### config.mk
export PLATFORM = sky130hd
export DESIGN_NAME = hash_kw_gen
export DESIGN_NICKNAME = d
export VERILOG_FILES = /design/src/rtl/hash_kw_gen.sv
export SDC_FILE = /design/constraint.sdc
export NUM_CORES = 2
export LEC_CHECK = 0
export ABC_AREA = 0
export BUFFER_PORTS_ARGS = -buffer_cell sky130_fd_sc_hd__buf_4
export CAP_MARGIN = 40
export CORE_UTILIZATION = 30
export CTS_BUF_LIST = sky130_fd_sc_hd__clkbuf_16
export DETAILED_ROUTE_END_ITERATION = 10
export GPL_TIMING_DRIVEN = 0
export PLACE_DENSITY = 0.43
export RECOVER_POWER = 100
export SLEW_MARGIN = 20
export SYNTH_ARGS = -nofsm -noshare
export SYNTH_HDL_FRONTEND = slang
export SYNTH_SLANG_ARGS = --single-unit
### constraint.sdc
create_clock -name clk -period 28.4 [get_ports clk]
set_clock_uncertainty 0.2 [all_clocks]
set_input_delay 1.42 -clock clk [delete_from_list [all_inputs] [get_ports clk]]
set_output_delay 1.42 -clock clk [all_outputs]
set_load 0.01 [all_outputs]
### src/rtl/hash_kw_gen.sv
// SHA-256/384 message schedule: streams K[t]+W[t] one round per beat, N+1 beats per block (last is a zero flush).
// Beats are registered one cycle after their handshake/expand step; msg_rdy only in LOAD, EXPAND never stalls.
module hash_kw_gen #(
  parameter int ROUNDS_256 = 64,
  parameter int ROUNDS_384 = 80
) (
  input  logic        clk,
  input  logic        rst,
  input  logic        start,
  input  logic        h_flg_384,
  input  logic        msg_vld,
  input  logic [63:0] msg_word,
  output logic        msg_rdy,
  output logic [6:0]  k_addr,
  input  logic [63:0] k_data,
  output logic [63:0] kw,
  output logic        kw_vld,
  output logic        kw_flg0,
  output logic        kw_done,
  output logic        busy
);

  typedef enum logic [1:0] {IDLE, LOAD, EXPAND, FLUSH} state_t;

  state_t      state;
  logic [6:0]  t;
  logic        mode_384;
  logic [63:0] win [16];  // win[15] holds W[t-1], win[0] holds W[t-16]

  logic [31:0] w_exp_256;
  logic [31:0] kw_hi_256;
  logic [63:0] w_exp_384;
  logic [63:0] w_load;
  logic [63:0] w_cur;
  logic [63:0] kw_sum;
  logic [6:0]  t_last;
  logic        hs;
  logic        step;

  function automatic logic [31:0] s0_256(input logic [31:0] x);
    return {x[6:0], x[31:7]} ^ {x[17:0], x[31:18]} ^ (x >> 3);
  endfunction

  function automatic logic [31:0] s1_256(input logic [31:0] x);
    return {x[16:0], x[31:17]} ^ {x[18:0], x[31:19]} ^ (x >> 10);
  endfunction

  function automatic logic [63:0] s0_384(input logic [63:0] x);
    return {x[0], x[63:1]} ^ {x[7:0], x[63:8]} ^ (x >> 7);
  endfunction

  function automatic logic [63:0] s1_384(input logic [63:0] x);
    return {x[18:0], x[63:19]} ^ {x[60:0], x[63:61]} ^ (x >> 6);
  endfunction

  assign msg_rdy = (state == LOAD);
  assign k_addr  = (state == LOAD || state == EXPAND) ? t : 7'd0;
  assign hs      = msg_vld & msg_rdy;
  assign step    = hs | (state == EXPAND);
  assign t_last  = mode_384 ? 7'(ROUNDS_384 - 1) : 7'(ROUNDS_256 - 1);

  // SHA-256 words live in [63:32] with the low half kept at zero throughout
  assign w_load    = mode_384 ? msg_word : {msg_word[63:32], 32'h0};
  assign w_exp_256 = s1_256(win[14][63:32]) + win[9][63:32]
                   + s0_256(win[1][63:32]) + win[0][63:32];
  assign w_exp_384 = s1_384(win[14]) + win[9] + s0_384(win[1]) + win[0];
  assign w_cur     = (state == LOAD) ? w_load
                   : (mode_384 ? w_exp_384 : {w_exp_256, 32'h0});
  assign kw_hi_256 = k_data[63:32] + w_cur[63:32];
  assign kw_sum    = mode_384 ? (k_data + w_cur) : {kw_hi_256, 32'h0};

  always_ff @(posedge clk) begin
    if (rst) begin
      state    <= IDLE;
      t        <= 7'd0;
      mode_384 <= 1'b0;
      busy     <= 1'b0;
      kw       <= 64'h0;
      kw_vld   <= 1'b0;
      kw_flg0  <= 1'b0;
      kw_done  <= 1'b0;
      for (int i = 0; i < 16; i++) win[i] <= 64'h0;
    end else begin
      kw      <= 64'h0;
      kw_vld  <= 1'b0;
      kw_flg0 <= 1'b0;
      kw_done <= 1'b0;

      if (step) begin
        for (int i = 0; i < 15; i++) win[i] <= win[i+1];
        win[15] <= w_cur;
        kw      <= kw_sum;
        kw_vld  <= 1'b1;
        kw_flg0 <= (t == 7'd0);
        t       <= t + 7'd1;
      end

      case (state)
        IDLE: begin
          // busy is still high in the cycle the flush beat is visible, so start is ignored there
          busy <= start & ~busy;
          if (start && !busy) begin
            mode_384 <= h_flg_384;
            t        <= 7'd0;
            state    <= LOAD;
          end
        end
        LOAD: begin
          if (hs && t == 7'd15) state <= EXPAND;
        end
        EXPAND: begin
          if (t == t_last) state <= FLUSH;
        end
        FLUSH: begin
          kw_vld  <= 1'b1;
          kw_done <= 1'b1;
          state   <= IDLE;
        end
        default: state <= IDLE;
      endcase
    end
  end

endmodule
# == Yosys cells after proc, flatten, opt, wreduce, memory -nomap -nowiden ==
# Memories as Yosys holds them, arrays and structs flattened.
# Cells that the tools add are included.
# W data, S select, Z words.
# totals
output_inout_bits,76
ff_bits,78
inputBits,133
ramBits,1024
memories,1
word_cells,103
# memory_table
name,depth,word_bits,rd,rd_ports_with_merged_regs,write_ports,line_no,rtl
win,16,64,16,0,16,28,logic [63:0] win [16];
# classes
muxes,36
n_bitwise,30
n_addsub,9
n_reduce_logical,10
eq_ne,8
# ops
cell,count
$mux W64,19
$add A64 B64 Y64,4
$add A32 B32 Y32,4
$xor A64 B64 Y64,2
$xor A32 B32 Y32,2
$xor A64 B57 Y64,1
$xor A64 B58 Y64,1
$mux W7,5
$mux W32,1
$xor A32 B22 Y32,1
$xor A32 B29 Y32,1
$or A1 B1 Y1,17
$pmux W2 S4,1
$add A7 B1 Y7 const B,1
$eq A7 B4 Y1 const B,1
$eq A7 B7 Y1,1
$logic_not A7 Y1,1
$mux W1,7
$mux W2,3
$eq A2 B2 Y1 const B,2
$ne A2 B1 Y1 const B,2
$not A1 Y1,3
$reduce_and A3 Y1,1
$reduce_or A3 Y1,1
other kinds (9),11

# == Depth between registers and ports, before layout ==
# logic_depth
ltp_word,9
mapped_depth,34
mapped_depth_nobuf,32

# == Worst setup path after synthesis ==
# Ideal clock, no wire load.
# synth_path
path_type,input-to-reg
startpoint,input rst
endpoint,"memory win[0][0], enable pin"
path_buffers,3
setup_ns,1.585
required_ns,26.615
t_arrival_ns,26.473
setup_slack_ns,0.142
stages,4
path_cell_list,clkbuf_1 > clkbuf_1 > clkbuf_1 > nand2b_1
# synth_rtl
item,line_no,rtl
"start, declared",8,"input logic rst,"
"end, declared",28,

==> reports/summary.md <==
Relative to the synthesized area, the layout overhead comes to 15.9%. Along the worst path, the maximum fanout reaches 54. On the worst path, the slowest cell contributes a delay of 2.18 ns. Critical path's top delay family: buffers and inverters.

The most used flip-flop cell after synthesis is sky130_fd_sc_hd__edfxtp_1. The initial antenna violation count was 23. After floorplanning, the core was divided into 161 placement rows.

Setup violations remaining at the end of the flow were counted as 0. After clock tree synthesis, the setup repair step added 0 buffers. The placer congestion estimate was 0.905; the final-layout fill cell count was 19,300.

For the sum of net half-perimeters after detailed placement, the log shows 149,000 um. The first global-routing pass estimated 266,000 um of wire. The critical path is of the in2reg type. The worst setup path is launched from an input port. Once the floorplan was initialized, standard cells occupied 30.2% of the core. The die width was 442 um; the post-synthesis cell count was 4,795.

For the final max-slew violation count, the log shows 1,078. After detailed routing, the number of vias per cell comes to 4.61. The routed layout has 36,200 vias. For the number of sinks handled by clock tree synthesis, the log shows 1,102. The cell at the slowest stage of the critical path is sky130_fd_sc_hd__clkbuf_1. Hold repair after CTS inserted 0 buffers.

Data on the critical path is required at its endpoint by 28.50 ns. The average footprint of a synthesized cell was 12.1 um2. The tools report the sequential area share after synthesis as 55.7%. The number of nets handed over by synthesis was 5,281. TritonCTS built the clock tree.

The global-route congestion overflow total is 0, and the number of design-rule violations left by the first detailed-router iteration is 2,272. In this run the worst hold path is classified as reg2reg. After synthesis the cells add up to 58,000 um2.

After clock tree synthesis, the clock-pin slew on the worst setup and hold paths is 0.06 ns. The number of enable flip-flop cells after synthesis was 1,024; the number of endpoints with negative hold slack in the final report was 0. The dominant cell type by count on the critical path was sky130_fd_sc_hd__clkbuf_1. The logs give 6 for the total iterations of the first detailed-routing run and 15.93 ns for the worst endpoint data arrival time.

The number of global-route vias before repair came out at 36,700. Setup repair after global routing left no endpoint under its margin. The quantity of gates resized following cts was 0. At the pin with the least slew margin, the transition time is 3.04 ns.

The H-tree generated during clock tree synthesis spans 4 levels. In the layout the commonest cells are 1,024 x sky130_fd_sc_hd__edfxtp_1, 383 x sky130_fd_sc_hd__xnor2_1, 367 x sky130_fd_sc_hd__inv_1. Measured along the y axis, the die boundary spans 442 um.

The final net count came out at 5,706. The CTS buffer count was 131; the share of cells above drive strength 1 was 7.05%. Counting distinct cell types in the post-synthesis netlist gives 74.

The flow ran to the end, but the final reports show violations. For this run, the top clock speed supported by timing is 63.2 MHz. The overall die area is 195,000 um2. The logs give 23 for the count of maximum capacitance violations and 3 for the largest buffer count on any clock path.

Counting flops and latches in the post-synthesis netlist gives 1,102. Of all flip-flops after synthesis, the portion carrying an async set or reset was 0%. In the routed design, unresolved DRC markers number 0. Across every metal layer, demand over resource in global routing totals 19.1%.

The clock period could shrink to 15.83 ns. Summed over all layers, the routed wires come to 187,000 um. The run gives 57 as the largest net degree at the start of global routing. For the sum of negative setup slack, the log shows 0 ns. The signal on the critical path passes through clkbuf_1, clkbuf_1, clkbuf_1, clkbuf_1, clkbuf_1, nand2b_1, clkbuf_1, clkbuf_1, clkbuf_1, clkbuf_1, clkbuf_1.

209 I/O pins were placed. The checks that failed: max-capacitance violations, max-slew violations. The buffers plus inverters on the worst setup path works out to 10. Leading cell type in the layout, fill and taps excluded: sky130_fd_sc_hd__edfxtp_1. The tools report the clock root buffer master as sky130_fd_sc_hd__clkbuf_16. Yosys warning count: 0. Headroom to the max-slew limit came out at -103%. For the insertion delay to the later sink of the worst-skew pair, the log shows 0.81 ns. The tools report the type of destination of the critical path as a flop.

The core region area came out at 192,000 um2. The count of port buffers added during placement works out to 208. Of the available clock period, the critical path in the final layout requires 55.7%.

Once detail routing completed, the nets flagged for antenna violations numbered 0. Dividing the detail-routed wire length by the instance count gives 23.8 um.
## worst paths after layout
kind	startpoint	end	slack (ns)	cells after the start
max	rst	win[0][77]	12.57	11
min reg2reg	win[0][274]	win[0][210]	0.28	1
max reg2reg	state[1]	win[0][77]	14.99	10
min	win[0][274]	win[0][210]	0.28	1
## cell families after synthesis
kind of cell / Yosys count / share of synthesized area (%)
simple gates: 1599 / 15.5
flops: 1102 / 55.7
compound gates: 639 / 7.03
buf+inv: 586 / 3.80
xor+xnor: 487 / 7.36
fa+ha+maj: 353 / 10.1
mux: 29 / 0.507
## routing by layer
metal	GRT usage, %	up-vias	wire (um)
met5	0	-	194
met4	6.74	30	7140
met3	3.39	299	9450
met2	30.5	949	85400
met1	26.0	17700	84900
li1	-	17200	-
## registers in the layout, summed over array words and instances (netlist names)
signal and cells:
kw 64, mode_384 1, t 7, kw_vld 1
kw_done 1, state 2, win 1024, busy 1
kw_flg0 1
## stage by stage
step | setup WS [ns] | hold WS, ns | std cells | utilization, % | instance area [um2]
after CTS | 18.68 | 0.271 | 7845 | 35.5 | 68200
after floorplan | 0.142 | 0.297 | 4795 | - | 58000
after detailed placement | 18.72 | 0.294 | 7612 | 33.3 | 64000
after global placement | -14.25 | 0.289 | 7529 | 32.6 | 62700
final | 12.57 | 0.276 | 7853 | 35.0 | 67200
after global routing | 11.51 | 0.298 | 7846 | 35.0 | 67200
## cell type report
type	count	area (um2)	share of cell area [%]
flip-flops and latches	1102	32300	48.1
diodes	7	17.5	0.0261
well taps	2526	3160	4.70
multi-input cells	3107	23400	34.9
clock inverters	102	835	1.24
inverters	327	1230	1.83
clock buffers	131	3280	4.88
plain buffers	259	976	1.45
repair buffers	292	1970	2.93
## cell usage after synthesis (26+ instances only)
library cell	n	area [um2]
sky130_fd_sc_hd__dfxtp_1	78	1560
sky130_fd_sc_hd__clkbuf_1	246	923
sky130_fd_sc_hd__o21ai_0	117	586
sky130_fd_sc_hd__xor2_1	104	911
sky130_fd_sc_hd__fa_1	190	3800
sky130_fd_sc_hd__nor2_1	222	833
sky130_fd_sc_hd__inv_1	326	1220
sky130_fd_sc_hd__a21o_1	105	788
sky130_fd_sc_hd__nand4_1	43	269
sky130_fd_sc_hd__o21bai_1	38	285
sky130_fd_sc_hd__nor3_1	51	255
sky130_fd_sc_hd__and2_1	645	4040
sky130_fd_sc_hd__nor2b_1	358	2240
sky130_fd_sc_hd__edfxtp_1	1024	30700
sky130_fd_sc_hd__mux2i_1	26	260
sky130_fd_sc_hd__xnor2_1	383	3350
sky130_fd_sc_hd__nand3_1	38	190
sky130_fd_sc_hd__a21oi_1	214	1070
sky130_fd_sc_hd__nand2_1	153	574
sky130_fd_sc_hd__ha_1	163	2040
Power is not shown: default switching activity piles up to over one toggle a cycle in this logic, so the estimate is an artifact.
